[src/rtl/imm_gen_stage.sv]
// Immediate-generation pipeline stage: decodes the instruction format, builds the
// XLEN-wide immediate and pc+imm target, and buffers results in a 2-entry skid FIFO.
module imm_gen_stage #(
    parameter int XLEN          = 32,
    parameter bit SUPPORT_ZICSR = 1'b1
) (
    input  logic            clk,
    input  logic            rst,
    input  logic            flush,
    input  logic            in_valid,
    output logic            in_ready,
    input  logic [31:0]     in_instr,
    input  logic [XLEN-1:0] in_pc,
    output logic            out_valid,
    input  logic            out_ready,
    output logic [XLEN-1:0] out_imm,
    output logic [2:0]      out_fmt,
    output logic [XLEN-1:0] out_target,
    output logic [XLEN-1:0] out_pc,
    output logic            out_illegal
);

    localparam logic [2:0] FMT_I    = 3'd0;
    localparam logic [2:0] FMT_S    = 3'd1;
    localparam logic [2:0] FMT_B    = 3'd2;
    localparam logic [2:0] FMT_U    = 3'd3;
    localparam logic [2:0] FMT_J    = 3'd4;
    localparam logic [2:0] FMT_CSRI = 3'd5;
    localparam logic [2:0] FMT_R    = 3'd6;
    localparam logic [2:0] FMT_ILL  = 3'd7;

    typedef struct packed {
        logic [XLEN-1:0] imm;
        logic [XLEN-1:0] target;
        logic [XLEN-1:0] pc;
        logic [2:0]      fmt;
    } entry_t;

    logic [6:0]      opcode;
    logic            funct3_msb;
    logic [2:0]      dec_fmt;
    logic [XLEN-1:0] dec_imm;
    entry_t          dec_entry;
    logic            unused_funct;

    entry_t out_q, out_d;
    entry_t skid_q, skid_d;
    logic   out_valid_q, out_valid_d;
    logic   skid_valid_q, skid_valid_d;
    logic   accept;
    logic   out_load;

    assign opcode       = in_instr[6:0];
    assign funct3_msb   = in_instr[14];
    assign unused_funct = ^in_instr[13:12];

    always_comb begin
        dec_fmt = FMT_ILL;
        dec_imm = '0;
        if (in_instr[1:0] == 2'b11) begin
            case (opcode)
                7'b0000011, 7'b0010011, 7'b1100111, 7'b0001111: begin
                    dec_fmt = FMT_I;
                    dec_imm = XLEN'($signed(in_instr[31:20]));
                end
                7'b1110011: begin
                    if (SUPPORT_ZICSR && funct3_msb) begin
                        dec_fmt = FMT_CSRI;
                        dec_imm = XLEN'(in_instr[19:15]);
                    end else begin
                        dec_fmt = FMT_I;
                        dec_imm = XLEN'($signed(in_instr[31:20]));
                    end
                end
                7'b0011011: begin
                    if (XLEN == 64) begin
                        dec_fmt = FMT_I;
                        dec_imm = XLEN'($signed(in_instr[31:20]));
                    end
                end
                7'b0100011: begin
                    dec_fmt = FMT_S;
                    dec_imm = XLEN'($signed({in_instr[31:25], in_instr[11:7]}));
                end
                7'b1100011: begin
                    dec_fmt = FMT_B;
                    dec_imm = XLEN'($signed({in_instr[31], in_instr[7], in_instr[30:25],
                                             in_instr[11:8], 1'b0}));
                end
                7'b0110111, 7'b0010111: begin
                    dec_fmt = FMT_U;
                    dec_imm = XLEN'($signed({in_instr[31:12], 12'b0}));
                end
                7'b1101111: begin
                    dec_fmt = FMT_J;
                    dec_imm = XLEN'($signed({in_instr[31], in_instr[19:12], in_instr[20],
                                             in_instr[30:21], 1'b0}));
                end
                7'b0110011: begin
                    dec_fmt = FMT_R;
                end
                7'b0111011: begin
                    if (XLEN == 64) begin
                        dec_fmt = FMT_R;
                    end
                end
                default: begin
                    dec_fmt = FMT_ILL;
                end
            endcase
        end
    end

    assign dec_entry.imm    = dec_imm;
    assign dec_entry.target = in_pc + dec_imm;
    assign dec_entry.pc     = in_pc;
    assign dec_entry.fmt    = dec_fmt;

    // in_ready depends only on registered state, so out_ready never reaches upstream combinationally.
    assign in_ready = !skid_valid_q;
    assign accept   = in_valid && in_ready;
    assign out_load = !out_valid_q || out_ready;

    always_comb begin
        out_d        = out_q;
        skid_d       = skid_q;
        out_valid_d  = out_valid_q;
        skid_valid_d = skid_valid_q;
        if (flush) begin
            out_valid_d  = 1'b0;
            skid_valid_d = 1'b0;
        end else if (out_load) begin
            if (skid_valid_q) begin
                out_d        = skid_q;
                out_valid_d  = 1'b1;
                skid_valid_d = 1'b0;
                if (accept) begin
                    skid_d       = dec_entry;
                    skid_valid_d = 1'b1;
                end
            end else if (accept) begin
                out_d       = dec_entry;
                out_valid_d = 1'b1;
            end else begin
                out_valid_d = 1'b0;
            end
        end else if (accept) begin
            skid_d       = dec_entry;
            skid_valid_d = 1'b1;
        end
    end

    always_ff @(posedge clk) begin
        if (rst) begin
            out_q        <= '0;
            skid_q       <= '0;
            out_valid_q  <= 1'b0;
            skid_valid_q <= 1'b0;
        end else begin
            out_q        <= out_d;
            skid_q       <= skid_d;
            out_valid_q  <= out_valid_d;
            skid_valid_q <= skid_valid_d;
        end
    end

    assign out_valid   = out_valid_q;
    assign out_imm     = out_q.imm;
    assign out_fmt     = out_q.fmt;
    assign out_target  = out_q.target;
    assign out_pc      = out_q.pc;
    assign out_illegal = (out_q.fmt == FMT_ILL);

endmodule
[config.mk]
export PLATFORM = sky130hd
export DESIGN_NAME = imm_gen_stage
export DESIGN_NICKNAME = d
export VERILOG_FILES = /design/src/rtl/imm_gen_stage.sv
export SDC_FILE = /design/constraint.sdc
export NUM_CORES = 1
export LEC_CHECK = 0
export CORE_AREA = 5 5 190 192
export CTS_BUF_LIST = sky130_fd_sc_hd__clkbuf_4 sky130_fd_sc_hd__clkbuf_8
export CTS_CLUSTER_DIAMETER = 200
export CTS_CLUSTER_SIZE = 25
export DETAILED_ROUTE_END_ITERATION = 7
export DIE_AREA = 0 0 195 197
export SLEW_MARGIN = 20
export SYNTH_ARGS = -nofsm -noshare
export SYNTH_HDL_FRONTEND = slang
export SYNTH_SLANG_ARGS = --single-unit
[constraint.sdc]
create_clock -name clk -period 11.3 [get_ports clk]
set_clock_uncertainty 0.2 [all_clocks]
set_input_delay 1.695 -clock clk [delete_from_list [all_inputs] [get_ports clk]]
set_output_delay 1.695 -clock clk [all_outputs]
set_load 0.05 [all_outputs]
==> metrics.md, run 1 <==
| Metric | Value |
|---|---|
| Fin. Hold Viols | `0` |
| Worst hold path depth | `2` |
| Drt first-iter violations | `548` |
| Root buf cell | `clkbuf_8` |
| Critical path endpoint category | `flip-flop` |
| Starting density of the core | `0.296` |
| Static leakage | `4.55 nW` |
| CTS tree | `yes` |
| Final setup viols | `0` |
| Least-Margin Pin Slew | `1.11 ns` |
| Post-Syn Instances | `1296` |
| Worst hold margin | `0.259 ns` |
| Clock sinks | `200` |
| Total power | `1.53 mW` |
| Primary FF master, synth | `dfxtp_1` |
| Outcome | `finished clean` |
| Post-synth ARST share | `0` |
| Synth top area cells | `dfxtp_1 40%, nand2_1 9.1%, a21oi_1 7.2%` |
| Share of cells above drive strength 1 | `0.0445` |
| Critical R2R Capture | `skid_q[59]` |
| Nets | `1505` |
| Placer Congestion | `0.860` |
| DRC violations left | `0` |
| Final clock period utilization by the worst path | `0.514` |
| CTS Buffer Depth | `2` |
| Vias in the first global route | `8770` |
| Final max-slew violation count | `0` |
| Clock latency on the worst-skew pair | `0.51 ns` |
| WP data arrival | `6.03 ns` |
| Worst Reg-to-Reg Cells | `7` |
| Warnings, synthesis | `0` |
| Post-DP HPWL | `23300 um` |
| Reg2Reg Launch Point | `skid_valid_q` |
| Post-CTS setup buffers | `0` |
| Min Tclk post-route | `5.81 ns` |
| Hold Path End | `skid_q[77]` |
| Htree depth | `4` |
| Post-synth EDFFs | `0` |
| Peak supply drop | `0.0707 mV` |
| Total GRT Usage | `0.164` |
| Boundary pin count | `171` |
| Min-Delay Path Class | `reg2reg` |
| Vias per inst | `5.03` |
| RSZ-0062 raised after global routing | `no` |
| CTS Buf Count | `17` |
| Clock slew at reported path FFs | `0.13 ns` |
| Cell variety after synth | `74` |
| Synth Register Bits | `200` |
| Core ar. | `34200 um2` |
| Hold Crit Start | `skid_q[77]` |
| Syn nets | `1397` |
| Drt pass-1 iters | `5` |
| Die Ht | `197 um` |
| Most common cell in the netlist | `nand2_1` |
| Critical path class | `in2reg` |
| Synth top cells by count | `245 x nand2_1, 200 x dfxtp_1, 145 x a21oi_1` |
| Routed wire per std cell | `17.4 um` |
| Final WL | `32500 um` |
| Crit path max fanout | `11` |
| Die W | `195 um` |
| Global-route wire length before repair | `50300 um` |
| Congestion Overflow GR | `0` |
| Seq/Total Area, Yosys | `0.396` |
| Slew Limit Headroom | `0.260` |
| CP Launch Type | `input port` |
| Post-synth top area share | `0.396` |
| Post_cts resized | `0` |
| Syn Area/Cell | `7.81 um2` |
| Setup TNS | `0 ns` |
| Mapped Area | `10100 um2` |
| Die footprint | `38400 um2` |
| Initial antenna violation count | `0` |
| Via count | `9420` |
| # rows | `68` |
| Worst Path Required | `11.52 ns` |
| Synthesis-to-finish area growth | `24.0%` |
| Max Cap Viol | `0` |
| # hold bufs at CTS | `0` |
| Cell taking the most area after synthesis | `dfxtp_1` |
| Power Dens Cells | `122 nW/um2` |
| Reg2reg setup slack | `7.86 ns` |
| Fmax | `172 MHz` |
| Port buffer count | `170` |
| Post-route ant nets | `0` |
| Largest net degree at the start of global routing | `109` |
[flip-flops by register name, indices dropped and copies added, names as in the netlist]
register,count
skid_q,99
out_imm,32
out_pc,32
out_target,32
out_fmt,3
out_valid,1
skid_valid_q,1
[critical path: stages]
cell and delay (ns):
clkdlybuf4s50_1 0.54, or2_1 0.30, nor3_1 0.27, o21ai_0 0.19, a21boi_1 0.69, a21oi_1 0.23, inv_1 0.13, ha_1 0.27
a21o_1 0.21, nor3b_1 0.25, o2bb2ai_1 0.20, o21ai_0 0.16, a221o_1 0.34, a21oi_1 0.15, xor2_1 0.10, a221oi_1 0.29
[layout by cell type (no fill, tap or decap), types with 11 or more instances in the layout]
cell type / instances
xor2_1: 14
nor3_1: 21
nor2_1: 141
a211oi_1: 80
a21oi_1: 145
mux2i_1: 53
o21ai_0: 62
inv_1: 36
ha_1: 31
xnor2_1: 15
clkdlybuf4s50_1: 169
dfxtp_1: 199
clkbuf_8: 17
nand2_1: 245
or3_1: 11
[metrics by stage]
| step | instances | worst slack (ns) | instance area [um2] | util |
|---|---|---|---|---|
| final | 1873 | 5.49 | 12500 | 0.367 |
| after detailed placement | 1840 | 5.06 | 12100 | 0.354 |
| after CTS | 1872 | 5.61 | 12500 | 0.367 |
| after global placement | 1840 | 5.16 | 12100 | 0.354 |
| after floorplan | 1296 | 6.24 | 10100 | - |
| after global routing | 1872 | 5.18 | 12500 | 0.367 |
[worst max-delay path by stage]
stage | from | to | slack [ns] | cells past startpoint
floorplan | in_instr[4] | skid_q[66] | 6.24 | 15
global placement | in_instr[2] | out_target[30] | 5.16 | 18
detailed placement | in_instr[4] | skid_q[66] | 5.06 | 15
CTS | in_instr[4] | skid_q[66] | 5.61 | 15
global route | in_instr[2] | out_target[30] | 5.18 | 16
finish | in_instr[2] | out_target[30] | 5.49 | 16
[cell type report]
cell class                 count  area (um2)
inverter                      37         139
sequential                   200        4010
clock inverter                15         213
timing repair buffer         178        1760
multi-input combinational    970        5620
fill                        3576       21700
clock buffer                  17         234
tap                          455         569
antenna                        1        2.50
[per-layer routing]
metal | share of wire | wire [um] | global-route usage
met5 | 0 | 0 | 0
met4 | 0.018 | 575 | 0.0458
met3 | 0.062 | 2020 | 0.0450
met2 | 0.46 | 15000 | 0.263
met1 | 0.46 | 15000 | 0.220
[report_power, final]
part / switching (mW) / internal, mW
Combinational: 0.183 / 0.0979
Clock: 0.311 / 0.196
Sequential: 0.0120 / 0.727
[kinds of logic after synthesis]
| logic type | share of synthesized area |
|---|---|
| fa+ha+maj | 0.0403 |
| compound gates | 0.232 |
| mux | 0.0524 |
| buf+inv | 0.0507 |
| flops | 0.396 |
| simple gates | 0.201 |
| xor+xnor | 0.0283 |
Note: power is estimated with default switching activity, not from simulation.
==> run 2: changes to the inputs <==
==> constraint.sdc (replaced) <==
create_clock -name clk -period 5.2 [get_ports clk]
set_clock_uncertainty 0.2 [all_clocks]
set_input_delay 0.78 -clock clk [delete_from_list [all_inputs] [get_ports clk]]
set_output_delay 0.78 -clock clk [all_outputs]
set_load 0.05 [all_outputs]
==> metrics.md, run 2 (synthesized netlist as in run 1, its figures left out) <==
| Metric | Value |
|---|---|
| Peak supply drop | `0.151 mV` |
| Most common cell after layout, fill and taps aside | `nand2_1` |
| Routed wire per std cell | `17.4 um` |
| Outcome | `finished clean` |
| Post-CTS setup buffers | `0` |
| Clock latency on the worst-skew pair | `0.49 ns` |
| # hold bufs at CTS | `0` |
| Min-Delay Path Class | `reg2reg` |
| CTS tree | `yes` |
| Filler cells | `3605` |
| Critical path class | `in2reg` |
| Starting density of the core | `0.296` |
| Clock slew at reported path FFs | `0.09 ns` |
| Die footprint | `38400 um2` |
| Largest net degree at the start of global routing | `151` |
| Global-route wire length before repair | `51000 um` |
| Worst hold margin | `0.254 ns` |
| CP Launch Type | `input port` |
| Vias per inst | `5.01` |
| Post-DP Area | `12200 um2` |
| Final clock period utilization by the worst path | `0.914` |
| Worst Path Required | `5.33 ns` |
| Static leakage | `4.59 nW` |
| Largest reg by FF count | `skid_q` |
| Min Tclk post-route | `4.75 ns` |
| Dpl cells | `1853` |
| Final max-slew violation count | `0` |
| Fmax | `210 MHz` |
| Drt pass-1 iters | `8` |
| WP data arrival | `4.89 ns` |
| Synthesis-to-finish area growth | `24.6%` |
| DRC violations left | `0` |
| Vias in the first global route | `8784` |
| Initial antenna violation count | `2` |
| Boundary pin count | `171` |
| Max Cap Viol | `0` |
| Total GRT Usage | `0.166` |
| Final WL | `32800 um` |
| Htree depth | `4` |
| Least-Margin Pin Slew | `0.889 ns` |
| Root buf cell | `clkbuf_8` |
| CTS Buf Count | `17` |
| Post_cts resized | `0` |
| Die Ht | `197 um` |
| Post-route ant nets | `0` |
| Crit path max fanout | `9` |
| Power Dens Cells | `256 nW/um2` |
| Finished Cell Area | `12600 um2` |
| Via count | `9450` |
| Port buffer count | `170` |
| Drt first-iter violations | `668` |
| Most frequent cells in the layout | `245 x nand2_1, 199 x dfxtp_1, 169 x clkdlybuf4s50_1` |
| Post-DP HPWL | `24000 um` |
| Max FFs per register | `99` |
| Total power | `3.22 mW` |
| RSZ-0062 raised after global routing | `no` |
| Core ar. | `34200 um2` |
| Fin. Hold Viols | `0` |
| Die W | `195 um` |
| Slew Limit Headroom | `0.405` |
| # rows | `68` |
| Congestion Overflow GR | `0` |
| Non-filler instance count after layout | `1887` |
| CTS Buffer Depth | `2` |
| Setup TNS | `0 ns` |
| Critical path endpoint category | `flip-flop` |
| Share of cells above drive strength 1 | `0.0531` |
| Placer Congestion | `0.858` |
| Clock sinks | `200` |
| Final setup viols | `0` |
| Nets | `1518` |
[run 2: cell count changes in the layout (fill, tap and decap cells not counted), moves of 2 or more]
cell        delta
buf_12         +2
buf_4         +11
clkinv_2       +2
clkinv_4       +2
clkinv_8       -5
clkinvlp_4     +2
inv_6          +3
inv_8          -4
[run 2: critical path, stage by stage]
cell and delay, ns:
clkdlybuf4s50_1 0.53, or2_1 0.30, nor3_1 0.27, nand2_1 0.13, nor2_1 0.31, a222oi_1 0.19, inv_1 0.10, ha_1 0.16
inv_1 0.05, fa_1 0.39, nand2b_1 0.18, a21oi_1 0.18, o21a_1 0.26, o21ai_0 0.20, a21oi_1 0.42, nor2_1 0.10
a32oi_1 0.21, a311oi_1 0.12
[run 2: final timing paths]
| path | slack (ns) | from | end | depth (start not counted) |
|---|---|---|---|---|
| hold reg to reg | 0.25 | skid_q[63] | skid_q[63] | 2 |
| hold / removal | 0.25 | skid_q[63] | skid_q[63] | 2 |
| setup reg to reg | 2.28 | skid_valid_q | out_target[30] | 4 |
| setup / recovery | 0.45 | in_instr[2] | out_target[28] | 18 |
[run 2: metrics by stage]
stage	setup slack, ns	utilization
2_1_floorplan	1.06	-
3_3_place_gp	0.0844	0.357
3_5_place_dp	-0.00743	0.357
4_1_cts	0.544	0.368
5_1_grt	0.163	0.368
6_report	0.445	0.369
[run 2: final cells by class]
type | instances | area (um2) | share of cell area
timing repair buffer | 191 | 1890 | 0.150
inverter | 37 | 139 | 0.0110
multi-input combinational | 970 | 5620 | 0.446
tap | 455 | 569 | 0.0452
clock inverter | 14 | 139 | 0.0110
clock buffer | 18 | 241 | 0.0192
antenna | 2 | 5.00 | 0.000397
sequential | 200 | 4010 | 0.318
[run 2: metal layers]
layer / vias to the layer above / track usage / wire (um)
li1: 4779 / - / -
met1: 4384 / 0.229 / 15400
met2: 265 / 0.266 / 15300
met3: 22 / 0.0359 / 1650
met4: 0 / 0.0416 / 415
met5: - / 0 / 0
[run 2: report_power, final]
part / total, mW / internal [mW] / switching [mW]
sequential: 1.61 / 1.58 / 0.0272
combinational: 0.614 / 0.217 / 0.397
clock: 1.00 / 0.398 / 0.605
total: 3.22 / 2.19 / 1.03
==> run 3: changes to the inputs <==
==> constraint.sdc (replaced) <==
create_clock -name clk -period 5.2 [get_ports clk]
set_clock_uncertainty 0.2 [all_clocks]
set_input_delay 1.3 -clock clk [delete_from_list [all_inputs] [get_ports clk]]
set_output_delay 1.3 -clock clk [all_outputs]
set_load 0.05 [all_outputs]
==> metrics.md, run 3 (synthesized netlist as in run 1, its figures left out) <==
| Metric | Value |
|---|---|
| Outcome | `finished clean` |
| Critical-path cell list | `clkdlybuf4s50_1, buf_4, and3b_1, o211ai_1, nand3_1, o21a_2, a21oi_1, inv_1, ha_1, a211o_1, o211ai_1, o2bb2ai_1, o21ai_0, a221o_1, a21oi_1, xor2_1, a221oi_1` |
| Final clock period utilization by the worst path | `0.942` |
| # rows | `68` |
| CTS Buf Count | `17` |
| Clock sinks | `200` |
| Crit. path cell count | `17` |
| Die W | `195 um` |
| Final WS setup | `0.301 ns` |
| Internal | `2.19 mW` |
| Die Ht | `197 um` |
| Via count | `9822` |
| Critical Path Max Stage Delay | `0.41 ns` |
| Boundary pin count | `171` |
| DRC violations left | `0` |
| Most common cell after layout, fill and taps aside | `nand2_1` |
| Routed wire per std cell | `16.9 um` |
| Vias per inst | `4.92` |
| CTS Buffer Depth | `2` |
| Clock slew at reported path FFs | `0.11 ns` |
| Worst hold path depth | `2` |
| Root buf cell | `clkbuf_8` |
| Final setup viols | `0` |
| Crit path max-delay family | `compound AO/OA/AOI/OAI gates` |
| Fmax | `204 MHz` |
| Largest reg by FF count | `skid_q` |
| Slew Limit Headroom | `0.275` |
| Critical path endpoint category | `flip-flop` |
| Most frequent cells in the layout | `245 x nand2_1, 199 x dfxtp_1, 169 x clkdlybuf4s50_1` |
| Worst Reg-to-Reg Cells | `5` |
| Max Cap Viol | `0` |
| Global-route wire length before repair | `53100 um` |
| Min Tclk post-route | `4.90 ns` |
| Die footprint | `38400 um2` |
| Worst Path Required | `5.34 ns` |
| Synthesis-to-finish area growth | `33.2%` |
| Post-DP HPWL | `24900 um` |
| Min-Delay Path Class | `reg2reg` |
| Bufs and invs on worst path | `3` |
| Filler cells | `3583` |
| Comb pwr share | `0.207` |
| Drt pass-1 iters | `5` |
| Switching pwr | `1.06 mW` |
| CP max-delay cell | `clkdlybuf4s50_1` |
| Fin. Hold Viols | `0` |
| Placer Congestion | `0.860` |
| Power Dens Cells | `241 nW/um2` |
| Nets | `1631` |
| Drt first-iter violations | `558` |
| Post-route ant nets | `0` |
| Share of cells above drive strength 1 | `0.128` |
| Final WL | `33800 um` |
| Port buffer count | `170` |
| Initial antenna violation count | `2` |
| Sequential power share | `0.495` |
| Max FFs per register | `99` |
| Critical path class | `in2reg` |
| Core ar. | `34200 um2` |
| Clock Power Share | `0.298` |
| CP Launch Type | `input port` |
| Static leakage | `5.12 nW` |
| Crit path max fanout | `8` |
| Final max-slew violation count | `0` |
| Vias in the first global route | `9510` |
| Total GRT Usage | `0.173` |
| Largest net degree at the start of global routing | `151` |
| Peak supply drop | `0.154 mV` |
| CTS tree | `yes` |
| Total power | `3.25 mW` |
| Htree depth | `4` |
| Congestion Overflow GR | `0` |
| Switching Fraction | `0.325` |
| Starting density of the core | `0.296` |
| Pre-CTS setup slack | `-0.432 ns` |
| Least-Margin Pin Slew | `1.09 ns` |
| WP data arrival | `5.03 ns` |
| Clock latency on the worst-skew pair | `0.50 ns` |
[run 3: cell count changes in the layout (fill, tap and decap cells not counted), sizes merged]
cell / change
bufinv: -1
buf: +113
diode: -1
inv: -2
clkinvlp: +2
[run 3: timing repair]
item,4_1_cts,5_1_grt
hold buffers,0,0
endpoints found under the hold margin,0,0
endpoints found under the setup margin,0,12
setup buffers,0,2
gates resized for setup,0,12
[run 3: layer usage]
layer	vias up	GRT usage	share of wire
met4	0	0.0486	0.019
met2	216	0.282	0.46
met3	29	0.0415	0.056
met1	4573	0.230	0.46
li1	5004	-	-
met5	-	0	0
[run 3: worst min-delay path, delay by kind of cell (launching register included)]
family / cells / cell delay, ns
DFF: 1 / 0.32
AOI/OAI and AO/OA: 1 / 0.05
and+or+nand+nor: 1 / 0.05
[run 3: worst paths after layout]
path                                   start             end  slack, ns
worst min-delay path              out_imm[3]      out_imm[3]       0.26
worst min register to register    out_imm[3]      out_imm[3]       0.26
worst max register to register  skid_valid_q  out_target[15]       2.03
worst max-delay path             in_instr[2]  out_target[30]       0.30
[run 3: through the flow]
stage / setup TNS (ns) / instances / hold WS, ns / utilization / instance area (um2)
after floorplan: 0 / 1296 / 0.220 / - / 10100
after global placement: -3.07 / 1964 / 0.235 / 0.382 / 13100
after detailed placement: -5.67 / 1964 / 0.237 / 0.382 / 13100
after CTS: 0 / 1995 / 0.261 / 0.392 / 13400
after global routing: -0.00398 / 1997 / 0.275 / 0.394 / 13500
final: 0 / 1998 / 0.257 / 0.394 / 13500
[run 3: layout make-up]
type	instances	area, um2	share of cell area
clock buffer	18	241	0.0179
multi-input combinational	970	5670	0.421
timing repair buffer	304	2730	0.203
inverter	37	139	0.0103
sequential	200	4010	0.297
clock inverter	13	116	0.00863
antenna	1	2.50	0.000186
tap	455	569	0.0422
[run 3: power by group through the flow]
stage	sequential, mW	combinational [mW]	clock [mW]
after floorplan	1.78	0.242	0
after global placement	1.64	0.669	0
after detailed placement	1.64	0.671	0
after CTS	1.61	0.673	1.01
after global routing	1.61	0.722	1.06
final	1.61	0.672	0.967
